### src/rtl/spi_reg_master.sv
// SPI mode-0 master for the register slave: one 16-bit frame per request,
// command byte {rw, width, pad, addr} followed by a write or read data byte.
// The slave status byte clocked in during the command byte is kept as well.
module spi_reg_master #(
  parameter int ADDR_W   = 3,
  parameter int REG_W    = 8,
  parameter int HALF_DIV = 4,
  parameter int BYTE_GAP = 0
) (
  input  logic              clk,
  input  logic              rst,
  input  logic              ena,
  input  logic              start,
  input  logic              rw,
  input  logic [1:0]        width,
  input  logic [ADDR_W-1:0] addr,
  input  logic [REG_W-1:0]  wdata,
  output logic              busy,
  output logic              done,
  output logic [REG_W-1:0]  rdata,
  output logic [REG_W-1:0]  status,
  output logic              spi_clk,
  output logic              spi_mosi,
  input  logic              spi_miso,
  output logic              spi_cs_n
);

  localparam int FRAME_W = 2 * REG_W;
  localparam int CNT_W   = $clog2(HALF_DIV + BYTE_GAP);
  localparam int BIT_W   = $clog2(FRAME_W);

  localparam logic [CNT_W-1:0] H_LAST    = CNT_W'(HALF_DIV - 1);
  localparam logic [CNT_W-1:0] GAP_LAST  = CNT_W'(HALF_DIV + BYTE_GAP - 1);
  localparam logic [BIT_W-1:0] BYTE_LAST = BIT_W'(REG_W - 1);
  localparam logic [BIT_W-1:0] BIT_LAST  = BIT_W'(FRAME_W - 1);

  typedef enum logic [2:0] {IDLE, SETUP, SHIFT, HOLD, RECOVER} state_t;

  state_t               state, state_n;
  logic [CNT_W-1:0]     hcnt, hcnt_n;
  logic [BIT_W-1:0]     bcnt, bcnt_n;
  logic [FRAME_W-1:0]   tx_sr, tx_n;
  logic [FRAME_W-1:0]   rx_sr, rx_n;
  logic                 rw_q, rw_n;
  logic                 busy_n, done_n, sclk_n, cs_n_n;
  logic [REG_W-1:0]     rdata_n, status_n;
  logic [CNT_W-1:0]     low_last;

  // Command byte: rw in the MSB, width below it, address in the LSBs, zeros between.
  function automatic logic [REG_W-1:0] make_cmd(input logic r, input logic [1:0] w,
                                                input logic [ADDR_W-1:0] a);
    logic [REG_W-1:0] c;
    c = '0;
    c[REG_W-1] = r;
    c[REG_W-2 -: 2] = w;
    c[ADDR_W-1:0] = a;
    return c;
  endfunction

  // MOSI is always the top of the TX register; zeros shift in behind the frame.
  assign spi_mosi = tx_sr[FRAME_W-1];

  // The low phase after the last command bit is stretched by the byte gap.
  assign low_last = (bcnt == BYTE_LAST) ? GAP_LAST : H_LAST;

  // Next-state and next-output logic for the frame sequencer.
  always_comb begin
    state_n  = state;
    hcnt_n   = hcnt;
    bcnt_n   = bcnt;
    tx_n     = tx_sr;
    rx_n     = rx_sr;
    rw_n     = rw_q;
    busy_n   = busy;
    done_n   = done;
    sclk_n   = spi_clk;
    cs_n_n   = spi_cs_n;
    rdata_n  = rdata;
    status_n = status;
    case (state)
      IDLE: begin
        done_n = 1'b0;
        busy_n = 1'b0;
        if (start && !busy) begin
          state_n = SETUP;
          hcnt_n  = '0;
          busy_n  = 1'b1;
          cs_n_n  = 1'b0;
          rw_n    = rw;
          tx_n    = {make_cmd(rw, width, addr), (rw ? wdata : {REG_W{1'b0}})};
        end
      end
      SETUP: begin
        if (hcnt == H_LAST) begin
          state_n = SHIFT;
          hcnt_n  = '0;
          bcnt_n  = '0;
          sclk_n  = 1'b1;
          rx_n    = {rx_sr[FRAME_W-2:0], spi_miso};
        end else begin
          hcnt_n = hcnt + 1'b1;
        end
      end
      SHIFT: begin
        if (spi_clk) begin
          if (hcnt == H_LAST) begin
            hcnt_n = '0;
            sclk_n = 1'b0;
            tx_n   = {tx_sr[FRAME_W-2:0], 1'b0};
            if (bcnt == BIT_LAST) state_n = HOLD;
          end else begin
            hcnt_n = hcnt + 1'b1;
          end
        end else begin
          if (hcnt == low_last) begin
            hcnt_n = '0;
            sclk_n = 1'b1;
            bcnt_n = bcnt + 1'b1;
            rx_n   = {rx_sr[FRAME_W-2:0], spi_miso};
          end else begin
            hcnt_n = hcnt + 1'b1;
          end
        end
      end
      HOLD: begin
        if (hcnt == H_LAST) begin
          state_n = RECOVER;
          hcnt_n  = '0;
          cs_n_n  = 1'b1;
        end else begin
          hcnt_n = hcnt + 1'b1;
        end
      end
      RECOVER: begin
        if (hcnt == H_LAST) begin
          state_n  = IDLE;
          hcnt_n   = '0;
          done_n   = 1'b1;
          status_n = rx_sr[FRAME_W-1:REG_W];
          if (!rw_q) rdata_n = rx_sr[REG_W-1:0];
        end else begin
          hcnt_n = hcnt + 1'b1;
        end
      end
      default: state_n = IDLE;
    endcase
  end

  // Control and output registers; reset abandons any frame, ena freezes everything.
  always_ff @(posedge clk) begin
    if (rst) begin
      state    <= IDLE;
      hcnt     <= '0;
      bcnt     <= '0;
      tx_sr    <= '0;
      rw_q     <= 1'b0;
      busy     <= 1'b0;
      done     <= 1'b0;
      spi_clk  <= 1'b0;
      spi_cs_n <= 1'b1;
      rdata    <= '0;
      status   <= '0;
    end else if (ena) begin
      state    <= state_n;
      hcnt     <= hcnt_n;
      bcnt     <= bcnt_n;
      tx_sr    <= tx_n;
      rw_q     <= rw_n;
      busy     <= busy_n;
      done     <= done_n;
      spi_clk  <= sclk_n;
      spi_cs_n <= cs_n_n;
      rdata    <= rdata_n;
      status   <= status_n;
    end
  end

  // Receive shift register; its contents only matter once a full frame is in.
  always_ff @(posedge clk) begin
    if (ena) rx_sr <= rx_n;
  end

endmodule

### config.mk
export PLATFORM = sky130hd
export DESIGN_NAME = spi_reg_master
export DESIGN_NICKNAME = d
export VERILOG_FILES = /design/src/rtl/spi_reg_master.sv
export SDC_FILE = /design/constraint.sdc
export NUM_CORES = 1
export LEC_CHECK = 0
export CAP_MARGIN = 20
export CORE_MARGIN = 1
export CORE_UTILIZATION = 36
export DETAILED_ROUTE_END_ITERATION = 8
export GPL_ROUTABILITY_DRIVEN = 0
export GPL_TIMING_DRIVEN = 0
export SLEW_MARGIN = 0
export SYNTH_ARGS = -nofsm -noshare
export SYNTH_HDL_FRONTEND = slang
export SYNTH_SLANG_ARGS = --single-unit
### constraint.sdc
create_clock -name clk -period 2.25 [get_ports clk]
set_input_delay 0.45 -clock clk [delete_from_list [all_inputs] [get_ports clk]]
set_output_delay 0.45 -clock clk [all_outputs]
set_load 0.005 [all_outputs]
# Yosys cells after proc, flatten, opt, wreduce, memory -nomap -nowiden
# Cells that the tools add are included.
# word_totals
out_inout_bits,21
regBits,62
# op_classes
n_reduce_logical,21
n_eq_ne,14
bitwise,1
addsub,2
muxes,32
# ops
operator,count
$mux 16,5
$pmux 16 s2,2
$mux 3,7
$reduce_and 3->1,6
$ne 2x2->1 const B,8
$pmux 3 s5,1
$mux 4,3
$reduce_and 5->1,2
$reduce_bool 2->1,5
$mux 8,1
$pmux 4 s2,1
$reduce_and 4->1,2
$reduce_and 8->1,1
$eq 3x2->1 const B,2
$mux 1,6
$pmux 1 s2,3
$add 4x1->4 const B,1
$eq 4x4->1 const B,1
$mux 2,2
$pmux 2 s2,1
$reduce_or 4->1,1
$eq 3x1->1 const B,1
$eq 3x3->1 const B,1
$logic_not 3->1,1
6 further kinds,6

# Longest topological paths before layout
# depth
ltp_word,5
mapped_depth,7

# Least setup slack after synthesis
# OpenSTA, ideal clock, no wires.
# synth_timing
path_type,register -> register
startpoint,reg state[1]
endpoint,reg bcnt[2]
path_buffers,0
stages_incl_launch_ff,5
setup_slack_ns,0.328
arrival_time_ns,1.791
path_cell_list,dfxtp_1 > or3b_2 > a21oi_2 > o211a_1 > nor3_1
# synth_via
elab_chain_len,3
elab_cells_between_ends,8
# synth_lines
element,line,text
from (decl),39,"state_t state, state_n;"
from (signal assigned),164,state <= state_n;
$eq 3x2->1 / $eq 3x1->1 (equally long branches),80,case (state)
$ne 2x2->1 (no line) / $reduce_bool 2->1 (equally long branches),--,
$reduce_and 5->1 (no line),--,
to (signal assigned),166,bcnt <= bcnt_n;
to (decl),41,"logic [BIT_W-1:0] bcnt, bcnt_n;"
# Parallel ways exist; a longest one is shown, timed or not.
# A chain may end at the register's enable or synchronous reset.

# Final worst setup path
# layout_timing
startpoint,in ena
endpoint,reg state[0]
# layout_via
elab_chain_len,1
# layout_lines
element,line,text
from (decl),12,"input logic ena,"
$reduce_and 8->1 (no line),--,
# Every way passes these cells.

==> results.tsv <==
metric	value	unit
drc	0	
clock-skew-final	6.66	ps
design.die.area	0.00749	mm²
drt_wl_total	5630	µm
yosys_register_bits	62	
postCtsHoldBufs	0	
wp_buf_inv	2	
fillers	672	
antenna-diode-count	0	
comb_power_share	0.079	
met2_routed_wirelength	2580	µm
power_per_cell_area	709	mW/mm²
unrepaired_setup_endpoints_after_global_routing	no	
worst_skew_pair.late_latency	340	ps
synth_ff_type	sky130_fd_sc_hd__dfxtp_1	
total_of_buffers_placed_on_input_and_output_ports	38	
grt_remaining_overflow	0	
wl_per_cell	13.9	µm
path_delay_family	buffers and inverters	
detail_route.wirelength.met1	2750	µm
synth_fa_ha_area_frac	0.00972	
cts_buffers	9	
clkPwrFrac	0.413	
seq_area_frac_synth	0.544	
initial_utilization	0.377	
globalRouteTotalUtil	0.163	
fin_crit	2100	ps
finalWorstSetupSlack	150	ps
drtPass1Iterations	4	
design.final.nets	325	
p_int	1.77	mW
syn_area	0.00257	mm²
critical_path_cell_with_the_highest_stage_delay	sky130_fd_sc_hd__clkdlybuf4s50_1	
core-area	0.00683	mm²
synth_compound_gate_area_share	0.118	
worst_setup_path_end_kind	flop	
worst-slew-pin-transition	556	ps
layout-drive-gt1-share	0.110	
synth_area_in_simple_gates	0.222	
hold_viol	0	
path_clk_slew	70	ps
synth_xor_xnor_area_share	0	
synthDistinctLibCells	47	
die_height	86.6	µm
max-cap-violations	0	
crit_arrival	2330	ps
fmax	0.476	GHz
routed_via_density	5.07	
post-place-ws	-572	ps
dpl.hpwl	3660	µm
final-setup-viol-count	0	
post_route_clock_period_utilization	0.933	
first_global_vias	1901	
clk_path_buf_depth	2	
timing.slew.headroom	0.626	
antenna_found_initial	0	
critical_path.cell_chain	clkdlybuf4s50_1 > clkbuf_1 > nor4bb_1 > a21oi_1 > a211oi_1 > mux2_1	
power.static_leakage	1.16	nW
synth-edff-count	16	
vdd_ir_drop_max	385	µV
root_buffer	sky130_fd_sc_hd__clkbuf_8	
p_sw	570	µW
critical_path_class	in2reg	
final.hold.worst_slack	445	ps
worst_path_largest_cell_delay	520	ps
power_frac_seq	0.508	
tightest_hold_check_type	reg2reg	
critical_path.startpoint_type	input pin	
synth_cells	254	
vias	2055	
required	2480	ps
synth_top_family_by_area	simple AND/OR/NAND/NOR gates	
grt_first_pass_wirelength	9260	µm
route.top_layer_used	met4	
ant_nets	0	
cts_tree	yes	
cts_max_level	3	
fin_util	0.483	
met3RoutedLength	233	µm
sw_frac_of_total	0.244	
pin_count_of_the_biggest_net_entering_global_routing	22	
synth.mux.area_fraction	0.0705	
syn_area_per_cell	10.1	µm²
status	finished, final reports clean	
crit_fanout	10	
top_level_ports	40	
fp.dieW	86.6	µm
rows	30	
finalMaxSlewViolations	0	
ys_warn_count	0	
cts.sink_count	62	
syn2layout_area_growth	28.2	%
syn-num-nets	275	
dr.first_iter.drc_count	82	
synth-async-reset-ratio	0	
==> sequential cells by signal (all words and copies together), names as in the netlist <==
| register | flops |
|---|---|
| hcnt | 2 |
| state | 3 |
| rw_q | 1 |
| spi_cs_n | 1 |
| tx_sr | 16 |
| busy | 1 |
| spi_clk | 1 |
| rdata | 8 |
| bcnt | 4 |
| status | 8 |
| rx_sr | 16 |
| done | 1 |
==> routing by layer <==
layer  track usage  vias up
met4        0.0591        0
met3        0.0543        5
met2         0.247       40
met1         0.218      973
met5             0        -
li1              -     1037
==> path summary, 6_finish.rpt <==
kind / from / to / slack, ps / cells after the start
max: ena / state[0] / 150 / 6
min: rx_sr[11] / rx_sr[12] / 450 / 0
max reg2reg: hcnt[0] / tx_sr[14] / 180 / 7
min reg2reg: rx_sr[11] / rx_sr[12] / 450 / 0
==> final cells by class <==
type | count | area, µm² | area share
repair buffers | 38 | 380 | 0.115
multi-input cells | 172 | 1110 | 0.336
plain buffers | 19 | 83.8 | 0.0254
clock inverters | 7 | 75.1 | 0.0228
flip-flops and latches | 62 | 1400 | 0.425
clock buffers | 9 | 124 | 0.0375
well taps | 96 | 120 | 0.0364
inverters | 2 | 7.51 | 0.00228
==> cells by family after synthesis <==
| family | count (synthesis) |
|---|---|
| fa+ha+maj | 2 |
| simple gates | 109 |
| buf+inv | 21 |
| flops | 62 |
| compound gates | 42 |
| mux | 18 |
==> power groups by stage <==
stage | Combinational, mW | Clock [mW] | Sequential (mW)
after floorplan | 0.111 | 0 | 1.21
after global placement | 0.177 | 0 | 1.21
after detailed placement | 0.179 | 0 | 1.21
after CTS | 0.180 | 0.999 | 1.19
after global routing | 0.206 | 1.04 | 1.19
final | 0.184 | 0.967 | 1.19
==> what timing repair did <==
action,4_1_cts,5_1_grt
pin swaps,0,0
cloned,0,1
setup buffers,0,0
endpoints found under the setup margin,20,16
gates resized for setup,1,2
hold endpoints to repair,0,0
==> layout by cell type, fill, tap and decap left out, types with 2 or more instances in the layout <==
master,instances
sky130_fd_sc_hd__mux2i_1,17
sky130_fd_sc_hd__nand2b_1,6
sky130_fd_sc_hd__clkinv_4,3
sky130_fd_sc_hd__a311oi_1,14
sky130_fd_sc_hd__nand2_1,29
sky130_fd_sc_hd__o21ai_0,2
sky130_fd_sc_hd__clkdlybuf4s50_1,38
sky130_fd_sc_hd__a21oi_1,14
sky130_fd_sc_hd__dfxtp_1,46
sky130_fd_sc_hd__a21oi_4,2
sky130_fd_sc_hd__buf_2,7
sky130_fd_sc_hd__nor2_1,22
sky130_fd_sc_hd__clkinvlp_4,2
sky130_fd_sc_hd__ha_1,2
sky130_fd_sc_hd__inv_1,2
sky130_fd_sc_hd__nor2b_1,2
sky130_fd_sc_hd__nand4_1,2
sky130_fd_sc_hd__clkbuf_1,11
sky130_fd_sc_hd__nand3_1,13
sky130_fd_sc_hd__edfxtp_1,16
sky130_fd_sc_hd__or2_2,2
sky130_fd_sc_hd__clkbuf_8,9
sky130_fd_sc_hd__nor3_1,17
==> cell usage after synthesis, types with 2 or more instances <==
cell type | n | area [µm²]
sky130_fd_sc_hd__nor2_1 | 22 | 82.6
sky130_fd_sc_hd__clkbuf_1 | 11 | 41.3
sky130_fd_sc_hd__ha_1 | 2 | 25.0
sky130_fd_sc_hd__a311oi_1 | 14 | 123
sky130_fd_sc_hd__nor2b_1 | 2 | 12.5
sky130_fd_sc_hd__edfxtp_1 | 16 | 480
sky130_fd_sc_hd__o21ai_0 | 2 | 10.0
sky130_fd_sc_hd__nand2_1 | 30 | 113
sky130_fd_sc_hd__nand4_1 | 2 | 12.5
sky130_fd_sc_hd__buf_2 | 7 | 35.0
sky130_fd_sc_hd__dfxtp_1 | 46 | 921
sky130_fd_sc_hd__or2_2 | 2 | 12.5
sky130_fd_sc_hd__nand2b_1 | 6 | 37.5
sky130_fd_sc_hd__mux2i_1 | 17 | 170
sky130_fd_sc_hd__nor3_1 | 17 | 85.1
sky130_fd_sc_hd__inv_1 | 2 | 7.51
sky130_fd_sc_hd__a21oi_1 | 14 | 70.1
sky130_fd_sc_hd__nand3_1 | 13 | 65.1
==> per-stage QoR <==
| stage | setup TNS, ps | instance area [µm²] | power, mW | instances |
|---|---|---|---|---|
| after detailed placement | -11750 | 3070 | 1.39 | 388 |
| final | 0 | 3300 | 2.34 | 405 |
| after floorplan | 0 | 2570 | 1.32 | 254 |
| after global placement | -12090 | 3070 | 1.39 | 388 |
| after global routing | 0 | 3300 | 2.44 | 405 |
| after CTS | 0 | 3280 | 2.37 | 404 |
(Power assumes the default switching activity.)
==> edit, RTL diff (same settings) <==
The 5 states of `state_t` get a Gray code encoding in 3 bits.
--- a/src/rtl/spi_reg_master.sv
+++ b/src/rtl/spi_reg_master.sv
@@ -35,5 +35,5 @@
   localparam logic [BIT_W-1:0] BIT_LAST  = BIT_W'(FRAME_W - 1);
 
-  typedef enum logic [2:0] {IDLE, SETUP, SHIFT, HOLD, RECOVER} state_t;
+  typedef enum logic [2:0] {IDLE = 3'b000, SETUP = 3'b001, SHIFT = 3'b011, HOLD = 3'b010, RECOVER = 3'b110} state_t;
 
   state_t               state, state_n;
Function: no difference found for any inputs over 10 cycles, from zero or initial values and one cycle with rst high; not proved beyond that.
==> edit against the unedited design <==
Wire length fell by 3.9%. Area after synthesis shrank 1.2%. Setup slack lost 0.0079 ns. Cell area decreased by 2.5%. Via count fell by 4.7%. Highest routed layer unchanged. Sequential cell count stayed put. Power fell by 5.2%. Critical path type unchanged. Sequential share of layout area increased by 1.1 points.
==> edit: results <==
[worst_setup_path]
worstSetupEndpoint = tx_sr[8]
reg2reg_slack_ns = 0.32
reg2reg_depth = 6
crit_path_max_incr_delay_ns = 0.63
cp_top_family = buffers and inverters

[layout]
n_fill_cell = 652
fin_nets = 320
drive_above_1_share_pct = 11.5

[drt]
drc = 0
avgRoutedWirePerCell_um = 13.5
wl_met1_mm = 2.69
avgViaCountPerCell = 4.90
route.met3.wl_um = 170
initialDrtViolationCount = 87
num_vias = 1958

[power_and_ir_drop]
ir_drop_mv = 0.298
leakagePower_uw = 0.00110

[synth]
syn-mean-instance-area_um2 = 10.2
ys_top_cells_by_area = dfxtp_1, edfxtp_1, mux2i_1
synth_commonest_cells = dfxtp_1, nand2_1, nor2_1, mux2i_1, nor3_1
synthDistinctLibCells = 41
synth_async_sr_flop_share_pct = 0
yosysSeqAreaShare_pct = 55.1
synth_fp_nets = 271

[placed_design]
dp_cells = 384
dp_slack_ns = -0.223
dp_hpwl_mm = 3.70

[cts]
cts_buffer_depth = 2

[global_route]
grt_start_max_net_pins = 19
grt_usage_pct = 16.4
first_global_vias = 1931
grt_pass1_wl_mm = 9.25

[sta]
period_needed_ns = 2.11
worstMarginPinSlew_ns = 0.636
fin_skew_ns = 0.0105

[run_status]
status = finished, final reports clean
## edit: changes by cell type after synthesis, moves of 3 or more
cell / delta
clkbuf_1: -7
a21oi_1: -4
o21ai_0: +6
nand2_1: -4
buf_4: +3
inv_1: +3
nor2b_1: +3
## edit: cells by family (layout without fill, tap and decap cells)
group,after synthesis,in the layout,synth area share (%)
compound gates,39,39,10.5
buf+inv,22,76,4.18
mux,19,19,7.53
flops,62,62,55.1
fa+ha+maj,2,2,0.984
simple gates,106,106,21.7
## edit: timing repair
action | in CTS | in global routing
resized for setup | 0 | 2
endpoints found under the setup margin | 0 | 3
hold endpoints to repair | 0 | 0
## edit: power breakdown
part | total [µW] | internal, µW | switching (µW) | leakage, µW
clock network | 821 | 395 | 426 | 0.0000820
registers | 1190 | 1170 | 19.8 | 0.000517
logic | 205 | 100 | 105 | 0.000501
## edit: final cells by class
cell class                 instances  share of cell area [%]
inverter                           5                   0.700
clock inverter                     6                    1.21
tap                               96                    3.73
sequential                        62                    43.6
timing repair buffer              38                    11.8
clock buffer                      10                    3.97
buffer                            17                    2.72
multi-input combinational        166                    32.3
## edit: stage by stage
stage | utilization (%) | area, µm²
finish | 47.3 | 3220
floorplan | - | 2540
detailed placement | 44.8 | 3040
CTS | 47.3 | 3210
global placement | 44.8 | 3040
global route | 47.3 | 3220
## edit: routing by layer
metal | GRT usage, % | vias up
met5 | 0 | -
met4 | 8.03 | 0
met3 | 3.66 | 4
met2 | 25.1 | 34
met1 | 21.9 | 919
li1 | - | 1001
## edit: worst min-delay path by stage
stage	startpoint	to	slack, ns	cells after the start
after global placement	rx_sr[2]	rx_sr[3]	0.43	0
after detailed placement	rx_sr[13]	rx_sr[14]	0.44	0
final	rx_sr[8]	rx_sr[9]	0.45	0
after global routing	rx_sr[2]	rx_sr[3]	0.46	0
after floorplan	rx_sr[9]	rx_sr[10]	0.43	0
after CTS	rx_sr[8]	rx_sr[9]	0.45	0
